$ cat src/rtl/subckt_bist_sequencer.sv
// BIST sequencer: resets one subcircuit, streams LFSR patterns, flushes its pipeline and folds responses into a MISR.
// Optional golden-signature comparison is enabled by defining BIST_GOLDEN_CMP_EN.
module subckt_bist_sequencer #(
  parameter int               N_IN      = 4,
  parameter int               LAT       = 5,
  parameter int               N_PAT     = 64,
  parameter int               SIG_W     = 16,
  parameter logic [SIG_W-1:0] MISR_POLY = 16'h1021,
  parameter logic [15:0]      LFSR_SEED = 16'hACE1
) (
  input  logic             I1294_clk,
  input  logic             I1301_rst,
  input  logic             start,
  input  logic             sut_out,
`ifdef BIST_GOLDEN_CMP_EN
  input  logic [SIG_W-1:0] golden,
`endif
  output logic [N_IN-1:0]  sut_in,
  output logic             sut_rst_n,
  output logic             busy,
  output logic             done,
  output logic [SIG_W-1:0] signature,
  output logic             pass
);

  typedef enum logic [2:0] {IDLE, SUTRST, APPLY, FLUSH, DONE} state_t;

  state_t           state;
  logic [15:0]      lfsr;
  logic [15:0]      pat_cnt;
  logic [3:0]       flush_cnt;
  logic             rst_cnt;
  logic             apply_q;
  logic [LAT-1:0]   vld;
  logic [SIG_W-1:0] misr_next;
  logic [SIG_W-1:0] sig_final;
  logic             start_ok;

  always_comb begin
    misr_next = {signature[SIG_W-2:0], 1'b0}
              ^ (signature[SIG_W-1] ? MISR_POLY : '0)
              ^ {{(SIG_W-1){1'b0}}, sut_out};
    // The last capture lands on the same edge that raises done.
    sig_final = vld[LAT-1] ? misr_next : signature;
    start_ok  = start && ((state == IDLE) || (state == DONE));
  end

  // Outputs are registered from the state, so they trail the state register by one cycle.
  always_ff @(posedge I1294_clk or negedge I1301_rst) begin
    if (!I1301_rst) begin
      state     <= IDLE;
      lfsr      <= LFSR_SEED;
      pat_cnt   <= '0;
      flush_cnt <= '0;
      rst_cnt   <= 1'b0;
      apply_q   <= 1'b0;
      vld       <= '0;
      sut_in    <= '0;
      sut_rst_n <= 1'b0;
      busy      <= 1'b0;
      done      <= 1'b0;
      signature <= '0;
`ifdef BIST_GOLDEN_CMP_EN
      pass      <= 1'b0;
`endif
    end else begin
      vld       <= vld << 1;
      vld[0]    <= apply_q;
      if (vld[LAT-1]) signature <= misr_next;
      apply_q   <= (state == APPLY);
      sut_in    <= (state == APPLY) ? lfsr[N_IN-1:0] : '0;
      sut_rst_n <= (state != SUTRST);
      busy      <= (state == SUTRST) || (state == APPLY) || (state == FLUSH);

      case (state)
        IDLE, DONE: begin
          if (start_ok) begin
            state     <= SUTRST;
            lfsr      <= LFSR_SEED;
            pat_cnt   <= '0;
            flush_cnt <= '0;
            rst_cnt   <= 1'b0;
            done      <= 1'b0;
            signature <= '0;
`ifdef BIST_GOLDEN_CMP_EN
            pass      <= 1'b0;
`endif
          end else if (state == DONE) begin
            done <= 1'b1;
`ifdef BIST_GOLDEN_CMP_EN
            if (!done) pass <= (sig_final == golden);
`endif
          end
        end
        SUTRST: begin
          if (rst_cnt) state <= APPLY;
          else         rst_cnt <= 1'b1;
        end
        APPLY: begin
          lfsr <= {lfsr[14:0], lfsr[15] ^ lfsr[13] ^ lfsr[12] ^ lfsr[10]};
          if (pat_cnt == 16'(N_PAT - 1)) state <= FLUSH;
          else                           pat_cnt <= pat_cnt + 16'd1;
        end
        FLUSH: begin
          if (flush_cnt == 4'(LAT - 1)) state <= DONE;
          else                          flush_cnt <= flush_cnt + 4'd1;
        end
        default: state <= IDLE;
      endcase
    end
  end

`ifndef BIST_GOLDEN_CMP_EN
  assign pass = 1'b0;
`endif

endmodule
$ cat config.mk
export PLATFORM = sky130hd
export DESIGN_NAME = subckt_bist_sequencer
export DESIGN_NICKNAME = d
export VERILOG_FILES = /design/src/rtl/subckt_bist_sequencer.sv
export SDC_FILE = /design/constraint.sdc
export NUM_CORES = 1
export LEC_CHECK = 0
export CORE_ASPECT_RATIO = 1.5
export CORE_MARGIN = 1.5
export CORE_UTILIZATION = 57
export CTS_CLUSTER_DIAMETER = 80
export CTS_CLUSTER_SIZE = 30
export DETAILED_ROUTE_END_ITERATION = 10
export PLACE_DENSITY = 0.87
export SLEW_MARGIN = 10
export SYNTH_ARGS = -nofsm -noshare
export SYNTH_HDL_FRONTEND = slang
export SYNTH_SLANG_ARGS = --single-unit
$ cat constraint.sdc
create_clock -name I1294_clk -period 2.4 [get_ports I1294_clk]
set_input_delay 0.48 -clock I1294_clk [delete_from_list [all_inputs] [get_ports I1294_clk]]
set_output_delay 0.48 -clock I1294_clk [all_outputs]
set_load 0.05 [all_outputs]
==> results by group, run 1 <==
Power
  • Pwr Total: 4.470 mW
  • Pint: 2.707 mW
  • Comb pwr share: 37.3%
  • Sw Ratio: 39.45%
  • P_sw: 1.764 mW
  • Peak supply drop: 0.0005298 V
  • Part of the power in registers: 41.6%
  • Leakage Power: 1.574 nW
  • Pwr Density: 1260 nW/um^2
  • Clock Power Share: 21.1%

Clock network
  • Total CTS buffers: 9
  • H-tree levels: 3
  • Postcts setup bufs: 0
  • Clk root buf: clkbuf_8
  • Max clock buf depth: 2
  • Clock transition at path regs: 80 ps
  • Num Clock Sinks: 69
  • CTS tree: yes
  • Clk Latency, worst-skew pair: 350 ps
  • # hold bufs at CTS: 0
  • CTS resizes: 0

Worst setup path
  • Cells along the critical path: clkdlybuf4s50_1
  • CP arrival: 1650 ps
  • Max Fanout on Critical Path: 5
  • Top cell family by delay on the critical path: buffers and inverters
  • Setup crit start kind: flip-flop
  • WS Path Type: flip-flop to primary output
  • Slowest cell on crit path: clkdlybuf4s50_1
  • CP endpoint kind: primary output
  • WP buf/inv: 1
  • CP required: 1920 ps
  • Crit-path max cell delay: 850 ps

Floorplanning
  • FP Rows: 32
  • Die height: 92.27 um
  • I/O pins: 28
  • Core area: 5125 sq um
  • Initial Utilization: 59.08%
  • Die ar.: 5767 sq um
  • Die X: 62.51 um

STA
  • Setup TNS: 0 ps
  • Max-slew violations: 0
  • Final setup fails: 0
  • Fin crit share: 88.90%
  • Slew headroom: 41.33%
  • Clock skew: 10.23 ps
  • Hold_ws: 82.04 ps
  • Max Fclk: 0.4687 GHz
  • Hold Vio Cnt, Final: 0
  • Final worst slack: 266.5 ps
  • Worst-margin pin slew: 880.1 ps
  • RSZ-0062 raised after global routing: false
  • Min Tclk post-route: 2134 ps

Yosys
  • Mapped Cells: 269
  • Top FF cell, synth: dfrtp_1
  • Mapped cell area: 3028 sq um
  • Synth cell types: 52
  • Fraction of registers with async set/reset: 100.0%
  • Post-Syn Nets: 276
  • Synth Area per Inst: 11.26 sq um
  • Post-synthesis sequential area ratio: 57.36%
  • EDFF count, synth: 0
  • Flops & latches, synth: 69
  • Yosys warnings: 0

GRT
  • Vias in the first global route: 2138
  • Overflow after GRT: 0
  • Pin count of the biggest net entering global routing: 49
  • Global-route wire length before repair: 10330 um
  • GRT Total Usage: 23.00%
  • Initial antenna violation count: 0

Cells and area
  • Antenna diode instance count: 0
  • Fin util: 69.21%
  • Register area: 1737 sq um
  • Layout cells sized above 1: 14.47%
  • FILL cells: 371
  • Nets@finish: 306
  • Area of the multi-input gates: 1179 sq um
  • P&R area growth vs syn: 17.15%

Placement
  • Pre-CTS setup slack: 352.1 ps
  • Gpl congestion: 0.8352
  • IO Port Bufs: 26
  • DP HPWL: 4010 um

Run status
  • Status: complete, no violations

Drt
  • Initial DRT Pass Iterations: 4
  • DRC viols: 0
  • Final wirelength: 5920 um
  • Routed vias: 2165
  • Routed wire per std cell: 15.91 um
  • DRT antenna net count: 0
  • First DRT Iteration DRCs: 166
  • Vias/cell: 5.820

Worst hold path
  • Hold/Removal Path Class: primary input to asynchronous set/reset pin

Job
  • Maxcap violations: 0
stage by stage:
stage          cells  area (sq um)
3_5_place_dp     356          3347
3_3_place_gp     356          3347
4_1_cts          372          3547
5_1_grt          372          3547
6_report         372          3547
2_1_floorplan    269          3028
worst reg2reg max path, stage by stage (launching register included):
cell,delay [ps]
dfrtp_1,440
nor4_2,410
and4_1,430
nor2_1,110
buf_4,200
a21o_1,160
a21o_1,170
cell type report:
class / count / area share [%]
Inverter: 9 / 0.9524
Clock buffer: 10 / 3.880
Clock inverter: 6 / 1.764
Multi-Input combinational cell: 178 / 33.23
Timing Repair Buffer: 32 / 8.818
Sequential cell: 69 / 48.96
Tap cell: 68 / 2.399
registers in the layout, summed over array words and instances, names as in the netlist:
name / count
lfsr: 16
sut_in: 4
signature: 16
flush_cnt: 4
busy: 1
rst_cnt: 1
done: 1
pat_cnt: 16
state: 3
apply_q: 1
vld: 5
sut_rst_n: 1
cell families (layout without fill, tap and decap cells):
family / Yosys count / in the layout / share of synthesized area (%)
simple gates: 93 / 93 / 16.82
buf+inv: 22 / 57 / 3.719
compound gates: 58 / 58 / 13.51
mux: 14 / 14 / 4.628
fa+ha+maj: 3 / 3 / 1.240
other cells: 1 / 1 / 0.1238
xor+xnor: 9 / 9 / 2.603
flops: 69 / 69 / 57.36
per-layer routing:
metal  GRT usage, %  wire length [um]  part of all wire, %  vias up
li1               -                 -                    -     1009
met1          29.06              2479                   42     1086
met2          37.90              3091                   52       60
met3          6.258               262                  4.4       10
met4          8.519                86                  1.5        0
met5              0                 0                    0        -
layout by cell type, fill, tap and decap left out, drive strengths merged, types with 4 or more instances in the layout:
cell / Yosys / layout
dfrtp: 61 / 61
nor2: 32 / 32
clkdlybuf4s50: 0 / 25
nand2: 17 / 17
mux2i: 14 / 14
o21ai: 13 / 13
nand3: 10 / 10
clkbuf: 3 / 10
a21oi: 10 / 10
inv: 9 / 9
xnor2: 8 / 8
dfstp: 8 / 8
a21o: 7 / 7
o22a: 7 / 7
nor3: 7 / 7
buf: 10 / 7
a22o: 5 / 5
and2: 4 / 4
and3: 4 / 4
nand4: 4 / 4
a31oi: 4 / 4
synthesized netlist by cell type, drive strengths merged (5+ instances only):
cell type  count  share of area, %
a22o           5               1.4
a21oi         10               1.8
nand3         10               1.7
dfrtp         61                50
nor3           7               1.3
o22a           7               2.0
xnor2          8               2.3
nand2         17               2.2
dfstp          8               6.9
a21o           7               1.7
mux2i         14               4.6
o21ai         13               2.1
nor2          32               4.1
buf           10               2.2
inv            9               1.1
power groups by stage:
stage,registers (mW),clock network [mW],logic (mW)
after floorplan,2.09,0,0.962
after global placement,1.85,0,1.61
after detailed placement,1.88,0,1.67
after CTS,1.86,0.954,1.68
after global routing,1.91,1.01,1.81
final,1.86,0.942,1.67
path summary, 6_finish.rpt:
kind                                         startpoint                     end  slack [ps]  depth (start not counted)
worst max-delay path            signature[15]$_DFF_PN0_           signature[15]         270                          1
max in group asynchronous                     I1301_rst     lfsr[7]$_DFFE_PN1P_        1640                          2
min in group I1294_clk                 vld[0]$_DFF_PN0_        vld[1]$_DFF_PN0_         340                          0
worst max register to register  pat_cnt[12]$_DFFE_PN0P_  pat_cnt[9]$_DFFE_PN0P_         380                          6
worst min-delay path                          I1301_rst        vld[4]$_DFF_PN0_          80                          1
worst min register to register         vld[0]$_DFF_PN0_        vld[1]$_DFF_PN0_         340                          0
No activity file was read; power rests on OpenSTA's default activity.
==> run 2, diff against run 1 <==
Settings changed: CORE_MARGIN 1.5 to default.
==> run 2 against run 1 <==
  * Design area barely moved
  * Count of clock-buffer cells in the layout grew 1
  * Non-clock buffer count unchanged
  * Sequential share of layout area hardly changed
  * Via count increased by 0.23%
  * Largest cell class unchanged
==> results by group, run 2 (synthesized netlist as in run 1, its figures left out) <==
Worst setup path
  • Worst R2R End: pat_cnt[9]$_DFFE_PN0P_ (unchanged)
  • Slowest cell on crit path: clkdlybuf4s50_1 (unchanged)
  • CP arrival: 1650 ps (about the same)
  • Top cell family by delay on the critical path: buffers and inverters (unchanged)
  • Cells along the critical path: clkdlybuf4s50_1 (unchanged)
  • Reg2Reg Setup Slack: 420 ps (was 380 ps)
  • CP required: 1920 ps (about the same)
  • CP endpoint kind: primary output (unchanged)
  • WS Path Type: flip-flop to primary output (unchanged)
  • Crit-path max cell delay: 850 ps (about the same)
  • Max Fanout on Critical Path: 5 (unchanged)
  • Worst reg-to-reg path cell count: 6 (unchanged)
  • Setup crit start kind: flip-flop (unchanged)
  • WP buf/inv: 1 (unchanged)
  • RR Startpoint: pat_cnt[12]$_DFFE_PN0P_ (unchanged)

Drt
  • Routed vias: 2170 (was 2165)
  • Initial DRT Pass Iterations: 4 (unchanged)
  • DRT antenna net count: 0 (unchanged)
  • Routed wire per std cell: 15.60 um (was 15.91 um)
  • Final wirelength: 5805 um (was 5920 um)
  • Vias/cell: 5.833 (was 5.820)
  • DRC viols: 0 (unchanged)
  • First DRT Iteration DRCs: 144 (was 166)

STA
  • Worst-margin pin slew: 847.6 ps (was 880.1 ps)
  • Fin crit share: 88.68% (was 88.90%)
  • Setup TNS: 0 ps (unchanged)
  • RSZ-0062 raised after global routing: false (unchanged)
  • Min Tclk post-route: 2128 ps (was 2134 ps)
  • Final worst slack: 271.6 ps (was 266.5 ps)
  • Hold_ws: 101.3 ps (was 82.04 ps)
  • Max Fclk: 0.4698 GHz (was 0.4687 GHz)
  • Slew headroom: 43.50% (was 41.33%)
  • Final setup fails: 0 (unchanged)
  • Max-slew violations: 0 (unchanged)
  • Clock skew: 13.94 ps (was 10.23 ps)
  • Hold Vio Cnt, Final: 0 (unchanged)

Clock network
  • Clk Latency, worst-skew pair: 340 ps (was 350 ps)
  • CTS resizes: 0 (unchanged)
  • H-tree levels: 3 (unchanged)
  • CTS tree: yes (unchanged)
  • Postcts setup bufs: 0 (unchanged)
  • Total CTS buffers: 9 (unchanged)
  • # hold bufs at CTS: 0 (unchanged)
  • Num Clock Sinks: 69 (unchanged)
  • Clk root buf: clkbuf_8 (unchanged)
  • Clock transition at path regs: 70 ps (was 80 ps)
  • Max clock buf depth: 2 (unchanged)

GRT
  • GRT Total Usage: 23.89% (was 23.00%)
  • Pin count of the biggest net entering global routing: 49 (unchanged)
  • Initial antenna violation count: 0 (unchanged)
  • Vias in the first global route: 2188 (was 2138)
  • Grt met3 use: 4.986% (was 6.258%)
  • Overflow after GRT: 0 (unchanged)
  • GR Util met2: 38.89% (was 37.90%)
  • Grt met1 use: 28.36% (was 29.06%)
  • Global route hottest layer: met2 (unchanged)
  • Global-route wire length before repair: 9915 um (was 10330 um)

Cells and area
  • Layout cells sized above 1: 14.14% (was 14.47%)
  • Most common cell after layout, fill and taps aside: dfrtp_1 (unchanged)
  • P&R area growth vs syn: 17.19% (was 17.15%)
  • Biggest regs: lfsr: 16 flops, pat_cnt: 16 flops, signature: 16 flops (unchanged)
  • Non-Filler Instances: 372 (unchanged)
  • Commonest cells after routing, fill and taps aside: 61 x dfrtp_1, 30 x nor2_1, 25 x clkdlybuf4s50_1 (unchanged)
  • Nets@finish: 306 (unchanged)
  • FILL cells: 368 (was 371)
  • Antenna diode instance count: 0 (unchanged)

Floorplanning
  • Core area: 5125 sq um (unchanged)
  • FP Rows: 32 (unchanged)
  • Initial Utilization: 59.08% (unchanged)
  • Die X: 61.51 um (was 62.51 um)
  • Die height: 91.27 um (was 92.27 um)
  • Die ar.: 5614 sq um (was 5767 sq um)
  • I/O pins: 28 (unchanged)

Placement
  • Pre-CTS setup slack: 367.7 ps (was 352.1 ps)
  • Placed insts: 356 (unchanged)
  • Gpl congestion: 0.8675 (was 0.8352)
  • IO Port Bufs: 26 (unchanged)
  • DP HPWL: 3916 um (was 4010 um)

Power
  • Pwr Density: 1256 nW/um^2 (was 1260 nW/um^2)
  • Peak supply drop: 0.0005036 V (was 0.0005298 V)
  • Leakage Power: 1.579 nW (was 1.574 nW)

Job
  • Maxcap violations: 0 (unchanged)

Worst hold path
  • Hold/Removal Path Class: primary input to asynchronous set/reset pin (unchanged)

Run status
  • Status: complete, no violations (unchanged)
==> run 2: layout make-up <==
| class | count | area, sq um | area share [%] |
|---|---|---|---|
| flip-flops and latches | 69 | 1737 | 48.94 |
| clock buffers | 11 | 141.4 | 3.985 |
| multi-input cells | 178 | 1179 | 33.22 |
| well taps | 68 | 85.08 | 2.398 |
| repair buffers | 32 | 312.8 | 8.815 |
| inverters | 9 | 33.78 | 0.9520 |
| clock inverters | 5 | 60.06 | 1.693 |
==> run 2: through the flow <==
step                power [mW]  area, sq um  utilization, %
finish                   4.456         3548           69.24
global route             4.718         3548           69.24
CTS                      4.487         3548           69.24
detailed placement       3.522         3347           65.31
global placement         3.451         3347           65.31
floorplan                3.053         3028               -
==> run 2: report_power, final <==
group	internal [mW]	total, mW	switching, mW
clock	0.510	0.940	0.429
combinational	0.665	1.66	0.995
sequential	1.54	1.86	0.318
==> run 2: per-layer routing <==
metal  wire (um)  up-vias
met5           0        -
met4         143        0
met3         228       15
met2        3024       58
met1        2409     1081
li1            -     1016
==> run 2: worst max path at each step <==
| stage | from | end | slack (ps) | cells past startpoint |
|---|---|---|---|---|
| after floorplan | pat_cnt[0]$_DFFE_PN0P_ | pat_cnt[15]$_DFFE_PN0P_ | 670 | 7 |
| after global placement | start | pat_cnt[9]$_DFFE_PN0P_ | 400 | 7 |
| after detailed placement | start | pat_cnt[9]$_DFFE_PN0P_ | 370 | 7 |
| after CTS | signature[15]$_DFF_PN0_ | signature[15] | 240 | 1 |
| after global routing | signature[15]$_DFF_PN0_ | signature[15] | 210 | 1 |
| final | signature[15]$_DFF_PN0_ | signature[15] | 270 | 1 |
